[src/rtl/song_pkg.sv]
// Package: song_pkg
// Shared constants, state encoding and song-select codes for the song playback
// controller (song_sequencer) and its note timer.
//   SONG_LEN   : default notes per song
//   GAP_CYCLES : default silent cycles between notes
//   NOTE_W     : note code width
//   DUR_W      : duration / counter width
//   LOC_W      : ROM address width
package song_pkg;

  localparam int SONG_LEN   = 26;
  localparam int GAP_CYCLES = 5_000_000;
  localparam int NOTE_W     = 4;
  localparam int DUR_W      = 26;
  localparam int LOC_W      = 5;

  typedef enum logic [2:0] {
    ST_IDLE  = 3'd0,
    ST_FETCH = 3'd1,
    ST_LATCH = 3'd2,
    ST_PLAY  = 3'd3,
    ST_GAP   = 3'd4,
    ST_DONE  = 3'd5
  } state_t;

  // Song-select codes; SONG_NONE maps to a ROM region that returns zeros.
  localparam logic [1:0] SONG_NONE = 2'd0;
  localparam logic [1:0] SONG_1    = 2'd1;
  localparam logic [1:0] SONG_2    = 2'd2;
  localparam logic [1:0] SONG_3    = 2'd3;

  // Playback is in progress in every state except IDLE and DONE.
  function automatic logic is_busy(input state_t st);
    logic b;
    case (st)
      ST_IDLE: b = 1'b0;
      ST_DONE: b = 1'b0;
      default: b = 1'b1;
    endcase
    return b;
  endfunction

endpackage

[src/rtl/song_sequencer_note_timer.sv]
// Module: note_timer
// Loadable down-counter shared by the note (PLAY) and articulation gap (GAP)
// phases. It saturates at zero and flags zero combinationally.
//   clk, rst   : clock, asynchronous active-high reset
//   load       : load load_value (has priority over en)
//   en         : decrement by one when non-zero
//   load_value : value to load
//   zero       : counter equals zero
module note_timer #(
  parameter int W = 26
) (
  input  logic         clk,
  input  logic         rst,
  input  logic         load,
  input  logic         en,
  input  logic [W-1:0] load_value,
  output logic         zero
);

  logic [W-1:0] count_r;

  // Counter register: load, decrement toward zero, or hold.
  always_ff @(posedge clk or posedge rst) begin
    if (rst) begin
      count_r <= '0;
    end else if (load) begin
      count_r <= load_value;
    end else if (en && (count_r != '0)) begin
      count_r <= count_r - W'(1);
    end else begin
      count_r <= count_r;
    end
  end

  assign zero = (count_r == '0);

endmodule

[src/rtl/song_sequencer.sv]
// Module: song_sequencer
// Playback controller behind the song ROM. Walks note index 0..SONG_LEN-1 of
// the latched song, reads {note, duration} over the 1-cycle-latency ROM port,
// sounds each note for its duration, then inserts a silent gap so repeated
// notes re-attack. A zero duration terminates the song early.
//   clk, rst      : clock, asynchronous active-high reset
//   start         : level; begins playback of songnum from IDLE/DONE
//   stop          : level; abort to IDLE from any state (highest priority)
//   pause         : level; freezes PLAY/GAP timing and mutes the tone
//   songnum       : song select, latched at start
//   rom_isread    : ROM read enable
//   rom_location  : ROM address (current note index)
//   rom_songnum   : latched song select to ROM
//   rom_note      : ROM note data (valid the cycle after a read)
//   rom_dur       : ROM duration data (same timing)
//   note_out      : current note code to tone generator
//   note_on       : tone enable
//   busy          : playback in progress
//   done          : one-cycle pulse on entry to DONE
//   cur_index     : index of the note being fetched/played
module song_sequencer #(
  parameter int SONG_LEN   = 26,
  parameter int GAP_CYCLES = 5_000_000,
  parameter int NOTE_W     = 4,
  parameter int DUR_W      = 26,
  parameter int LOC_W      = 5
) (
  input  logic              clk,
  input  logic              rst,
  input  logic              start,
  input  logic              stop,
  input  logic              pause,
  input  logic [1:0]        songnum,
  output logic              rom_isread,
  output logic [LOC_W-1:0]  rom_location,
  output logic [1:0]        rom_songnum,
  input  logic [NOTE_W-1:0] rom_note,
  input  logic [DUR_W-1:0]  rom_dur,
  output logic [NOTE_W-1:0] note_out,
  output logic              note_on,
  output logic              busy,
  output logic              done,
  output logic [LOC_W-1:0]  cur_index
);

  import song_pkg::*;

  // Elaboration-time configuration checks.
  if ((GAP_CYCLES < 1) ||
      (longint'(GAP_CYCLES) - longint'(1) >= (longint'(1) << DUR_W))) begin : g_gap_cfg_err
    $error("song_sequencer: GAP_CYCLES must be >= 1 and GAP_CYCLES-1 must fit DUR_W");
  end
  if ((longint'(1) << LOC_W) < longint'(SONG_LEN)) begin : g_loc_cfg_err
    $error("song_sequencer: 2**LOC_W must be >= SONG_LEN");
  end

  localparam logic [DUR_W-1:0] GAP_LOAD = DUR_W'(GAP_CYCLES - 1);
  localparam logic [LOC_W-1:0] LAST_IDX = LOC_W'(SONG_LEN - 1);

  state_t              state_r;
  state_t              state_nx_s;
  logic [LOC_W-1:0]    index_r;
  logic [1:0]          songnum_r;
  logic [NOTE_W-1:0]   note_r;
  logic                isread_r;
  logic                play_r;
  logic                busy_r;
  logic                done_r;

  logic                begin_s;      // accept start: latch song, rewind index
  logic                advance_s;    // gap finished, move to next index
  logic                capture_s;    // take ROM note into note_out
  logic                tmr_load_s;
  logic                tmr_en_s;
  logic [DUR_W-1:0]    tmr_load_val_s;
  logic                tmr_zero_s;

  note_timer #(.W(DUR_W)) u_note_timer (
    .clk        (clk),
    .rst        (rst),
    .load       (tmr_load_s),
    .en         (tmr_en_s),
    .load_value (tmr_load_val_s),
    .zero       (tmr_zero_s)
  );

  // Next-state decode and timer control for the playback FSM.
  always_comb begin
    state_nx_s     = state_r;
    begin_s        = 1'b0;
    advance_s      = 1'b0;
    capture_s      = 1'b0;
    tmr_load_s     = 1'b0;
    tmr_en_s       = 1'b0;
    tmr_load_val_s = '0;
    if (stop) begin
      state_nx_s = ST_IDLE;
    end else begin
      case (state_r)
        ST_IDLE, ST_DONE: begin
          if (start) begin
            state_nx_s = ST_FETCH;
            begin_s    = 1'b1;
          end else begin
            state_nx_s = state_r;
          end
        end
        ST_FETCH: begin
          state_nx_s = ST_LATCH;
        end
        ST_LATCH: begin
          // Zero duration is the song terminator (and all of song 0).
          if (rom_dur == '0) begin
            state_nx_s = ST_DONE;
          end else begin
            state_nx_s     = ST_PLAY;
            capture_s      = 1'b1;
            tmr_load_s     = 1'b1;
            tmr_load_val_s = rom_dur - DUR_W'(1);
          end
        end
        ST_PLAY: begin
          if (pause) begin
            state_nx_s = ST_PLAY;
          end else if (tmr_zero_s) begin
            state_nx_s     = ST_GAP;
            tmr_load_s     = 1'b1;
            tmr_load_val_s = GAP_LOAD;
          end else begin
            tmr_en_s = 1'b1;
          end
        end
        ST_GAP: begin
          if (pause) begin
            state_nx_s = ST_GAP;
          end else if (tmr_zero_s) begin
            if (index_r == LAST_IDX) begin
              state_nx_s = ST_DONE;
            end else begin
              state_nx_s = ST_FETCH;
              advance_s  = 1'b1;
            end
          end else begin
            tmr_en_s = 1'b1;
          end
        end
        default: begin
          state_nx_s = ST_IDLE;
        end
      endcase
    end
  end

  // FSM state, index/song latches and registered outputs.
  always_ff @(posedge clk or posedge rst) begin
    if (rst) begin
      state_r   <= ST_IDLE;
      index_r   <= '0;
      songnum_r <= SONG_NONE;
      note_r    <= '0;
      isread_r  <= 1'b0;
      play_r    <= 1'b0;
      busy_r    <= 1'b0;
      done_r    <= 1'b0;
    end else begin
      state_r <= state_nx_s;

      if (begin_s) begin
        songnum_r <= songnum;
        index_r   <= '0;
      end else if (advance_s) begin
        index_r <= index_r + LOC_W'(1);
      end else begin
        index_r <= index_r;
      end

      if (state_nx_s == ST_IDLE) begin
        note_r <= '0;
      end else if (capture_s) begin
        note_r <= rom_note;
      end else begin
        note_r <= note_r;
      end

      isread_r <= (state_nx_s == ST_FETCH) || (state_nx_s == ST_LATCH);
      play_r   <= (state_nx_s == ST_PLAY);
      busy_r   <= is_busy(state_nx_s);
      done_r   <= (state_nx_s == ST_DONE) && (state_r != ST_DONE);
    end
  end

  assign rom_isread   = isread_r;
  assign rom_location = index_r;
  assign cur_index    = index_r;
  assign rom_songnum  = songnum_r;
  assign note_out     = note_r;
  // Pause mutes within the same cycle so paused cycles never sound.
  assign note_on      = play_r & ~pause;
  assign busy         = busy_r;
  assign done         = done_r;

endmodule
[config.mk]
export PLATFORM = sky130hd
export DESIGN_NAME = song_sequencer
export DESIGN_NICKNAME = d
export VERILOG_FILES = /design/src/rtl/song_pkg.sv /design/src/rtl/song_sequencer_note_timer.sv /design/src/rtl/song_sequencer.sv
export SDC_FILE = /design/constraint.sdc
export NUM_CORES = 1
export LEC_CHECK = 0
export CORE_MARGIN = 8
export CORE_UTILIZATION = 35
export CTS_BUF_LIST = sky130_fd_sc_hd__clkbuf_16
export CTS_CLUSTER_SIZE = 16
export DETAILED_ROUTE_END_ITERATION = 7
export GPL_TIMING_DRIVEN = 0
export SYNTH_ARGS = -nofsm -noshare
export SYNTH_HDL_FRONTEND = slang
export SYNTH_SLANG_ARGS = --single-unit
[constraint.sdc]
create_clock -name clk -period 5.75 [get_ports clk]
set_clock_uncertainty 0.15 [all_clocks]
set_input_delay 1.15 -clock clk [delete_from_list [all_inputs] [get_ports clk]]
set_output_delay 1.15 -clock clk [all_outputs]
set_load 0.02 [all_outputs]
==> metrics.yaml, run 1 <==
drv_slew: 0
yosysWarningCount: 0
path_max_fanout: 10
drtIter0Drc: 245
synthesis.area_um2: 3513
yosys.area.top_type_share_pct: 31.34
hold_viol_final: 0
clk_pin_slew_ns: 0.07
wl_met3_um: 601
r2r_start: "u_note_timer.count_r[20]"
wl_met2_um: 4852
power_frac_comb_pct: 31.0
fin_tns_setup_ns: 0
routedWlPerCell_um: 17.10
portBuffers: 56
switchingPower_mw: 0.3638
leakage_nw: 1.730
worstPathCellList: "clkdlybuf4s50_1 -> inv_1 -> ha_1 -> nor3b_2 -> and3_1 -> buf_2 -> a2111oi_2 -> buf_2 -> nor3_2 -> nor2_1 -> o22a_1"
track_usage_pct: 15.36
drive_gt1_share_pct: 14.41
initial_core_util_pct: 35.94
cts_setup_buffers: 0
synthTopCellsByArea: "dfrtp_1 31%, nor2_1 5.2%, o22a_1 4.5%, xnor2_1 3.5%, nor4_2 3.2%"
drc: 0
reg2reg_slack_ns: 2.95
worstSetupPathType: "in2reg"
outcome: "finished, final reports clean"
cp_top_family: "simple AND/OR/NAND/NOR gates"
synthCells: 400
reg2reg_depth: 7
rr_endpoint: "u_note_timer.count_r[16]"
worst_pin_slew_ns: 0.7641
die_width_um: 116.2
cp_slowest_cell: "clkdlybuf4s50_1"
cp-end-kind: "flip-flop"
critPathMaxStageDelay_ns: 0.48
vias: 3375
cts.path.max_buffers: 2
ys_types: 72
async_flop_share_pct: 100.0
synth_edf_count: 0
drt-total-wl_um: 10220
htreeDepth: 2
wl_met1_um: 4580
p_clk_share_pct: 30.7
path_depth: 11
grt_remaining_overflow: 0
hold_path_startpoint: "rom_songnum[0]"
die_area_um2: 13500
via_per_inst: 5.644
syn_avg_cell_area_um2: 8.783
hold_depth: 1
core_um2: 9774
setup_slack_ns: 1.937
finalCritPeriodShare_pct: 66.31
gp_congestion: 0.8812
powerDensity_nw_per_um2: 241.9
grt_pass1_wl_um: 16520
peakVddDrop_v: 0.0001158
internal-power_mw: 0.7074
grt_pass1_vias: 3316
io_pins: 57
cts_root_buf: "clkbuf_16"
std_cell_rows: 36
ys_seq_area_share_pct: 31.34
p_seq_share_pct: 38.3
max_freq_mhz: 262.3
p_sw_share_pct: 33.96
synth_top_cell_by_area: "dfrtp_1"
diodes: 0
worst_ep_arrival_time_ns: 3.84
ctsResizeCount: 0
cts_tree: "yes"
dp_hpwl_um: 7958
ys_ff_latch: 44
clock_sinks: 44
hp-class: "reg2reg"
max-cap-violations: 0
setup_viol: 0
synth_nets: 442
rsz0062_at_grt: "false"
drt-pass1-iter-count: 5
cp-start-kind: "primary input"
antenna_found_initial: 0
insertion_delay_ns: 0.29
topRoutingLayerUsed: "met4"
worstHoldEndpoint: "rom_songnum[0]"
area_growth_pct: 26.03
synthFlopType: "dfrtp_1"
post-place-ws_ns: 1.599
fin_nets: 506
hold_buffers: 0
die_h_um: 116.2
drtAntennaViolNets: 0
fin_crit_ns: 3.813
required_ns: 5.78
grt_max_degree: 28
relSlewSlack_pct: 48.59
path_buf_inv: 4
crit_path_frequent_cell: "buf_2"
numCtsBuffers: 5
## state kept, by name (all words and copies together) (netlist names)
| name | cells |
|---|---|
| u_note_timer.count_r | 26 |
| cur_index | 5 |
| note_out | 4 |
| state_r | 3 |
| rom_songnum | 2 |
| busy | 1 |
| done | 1 |
| play_r | 1 |
| rom_isread | 1 |
## how the worst max path moves through the flow
stage | start | end | slack (ns)
detailed placement | rom_dur[0] | u_note_timer.count_r[19] | 1.60
finish | rom_dur[0] | u_note_timer.count_r[16] | 1.94
global placement | rom_dur[0] | u_note_timer.count_r[16] | 1.68
global route | rom_dur[0] | u_note_timer.count_r[2] | 1.75
CTS | rom_dur[0] | u_note_timer.count_r[19] | 1.91
floorplan | rom_dur[0] | u_note_timer.count_r[19] | 2.65
## per-layer routing
layer | global-route usage [%] | vias up
li1 | - | 1630
met1 | 19.02 | 1635
met2 | 26.20 | 96
met3 | 2.844 | 14
met4 | 5.099 | 0
met5 | 0 | -
## power groups by stage
stage	logic [mW]	clock network (mW)	registers (mW)
final	0.332	0.329	0.410
after detailed placement	0.331	0	0.415
after global placement	0.323	0	0.413
after global routing	0.366	0.346	0.418
after CTS	0.333	0.336	0.409
after floorplan	0.213	0	0.413
## final cells by class
type | count | area (um^2)
Clock buffer | 5 | 125.1
Timing Repair Buffer | 57 | 580.6
Multi-Input combinational cell | 318 | 2228
Fill cell | 1009 | 5346
Buffer | 24 | 131.4
Inverter | 14 | 52.55
Tap cell | 133 | 166.4
Sequential cell | 44 | 1101
Clock inverter | 3 | 42.54
## logic make-up after synthesis
group           after synthesis  share of synthesized area (%)
simple gates                182                          31.41
flops                        44                          31.34
xor+xnor                     26                          6.482
mux                           4                          1.282
compound gates              101                          22.47
fa+ha+maj                     5                          1.781
buf+inv                      38                          5.235
## stage by stage
| step | std cells | instance area, um^2 | power, mW | hold slack (ns) | util (%) |
|---|---|---|---|---|---|
| 2_1_floorplan | 400 | 3513 | 0.6260 | 0.3364 | - |
| 3_3_place_gp | 589 | 4240 | 0.7360 | 0.3382 | 43.38 |
| 3_5_place_dp | 590 | 4260 | 0.7459 | 0.3447 | 43.59 |
| 4_1_cts | 598 | 4428 | 1.077 | 0.3594 | 45.30 |
| 5_1_grt | 598 | 4428 | 1.130 | 0.3808 | 45.30 |
| 6_report | 598 | 4428 | 1.071 | 0.3547 | 45.30 |
## cells in the mapped netlist (all sizes together), types with 6 or more instances
library cell   n
a31oi         14
or3            6
or4            8
dfrtp         44
o22a          18
o21ai         12
xor2          12
nor3          18
inv           14
nand2         24
nor2          50
buf           16
nor4          19
nand4         11
nand3         13
a21oi         19
clkbuf         8
xnor2         14
## cell usage in the layout (no fill, tap or decap), types with 11 or more instances in the layout
master,synthesis,final
inv_1,14,13
nor3_1,16,16
nand2_1,24,24
clkdlybuf4s50_1,0,56
nand4_1,11,11
a21oi_1,13,13
xor2_1,12,12
dfrtp_1,44,44
a31oi_1,13,13
xnor2_1,14,14
nand3_1,11,11
nor2_1,49,49
o22a_1,18,18
(Power assumes the default switching activity.)
==> inputs of run 2 (changes only) <==
==> constraint.sdc (replaced) <==
create_clock -name clk -period 3.7 [get_ports clk]
set_clock_uncertainty 0.15 [all_clocks]
set_input_delay 0.74 -clock clk [delete_from_list [all_inputs] [get_ports clk]]
set_output_delay 0.74 -clock clk [all_outputs]
set_load 0.02 [all_outputs]
==> results of run 2 <==
The final DEF is identical to that of run 1. Status: finished, final reports clean.
Main changes from that run: setup slack after placement 1.599 ns -> -0.04090 ns; setup slack after layout 1.937 ns -> 0.2974 ns; register-to-register setup slack 2.95 ns -> 0.90 ns; total power 1.071 mW -> 1.665 mW; worst IR drop on VDD 0.0001158 V -> 0.0001799 V
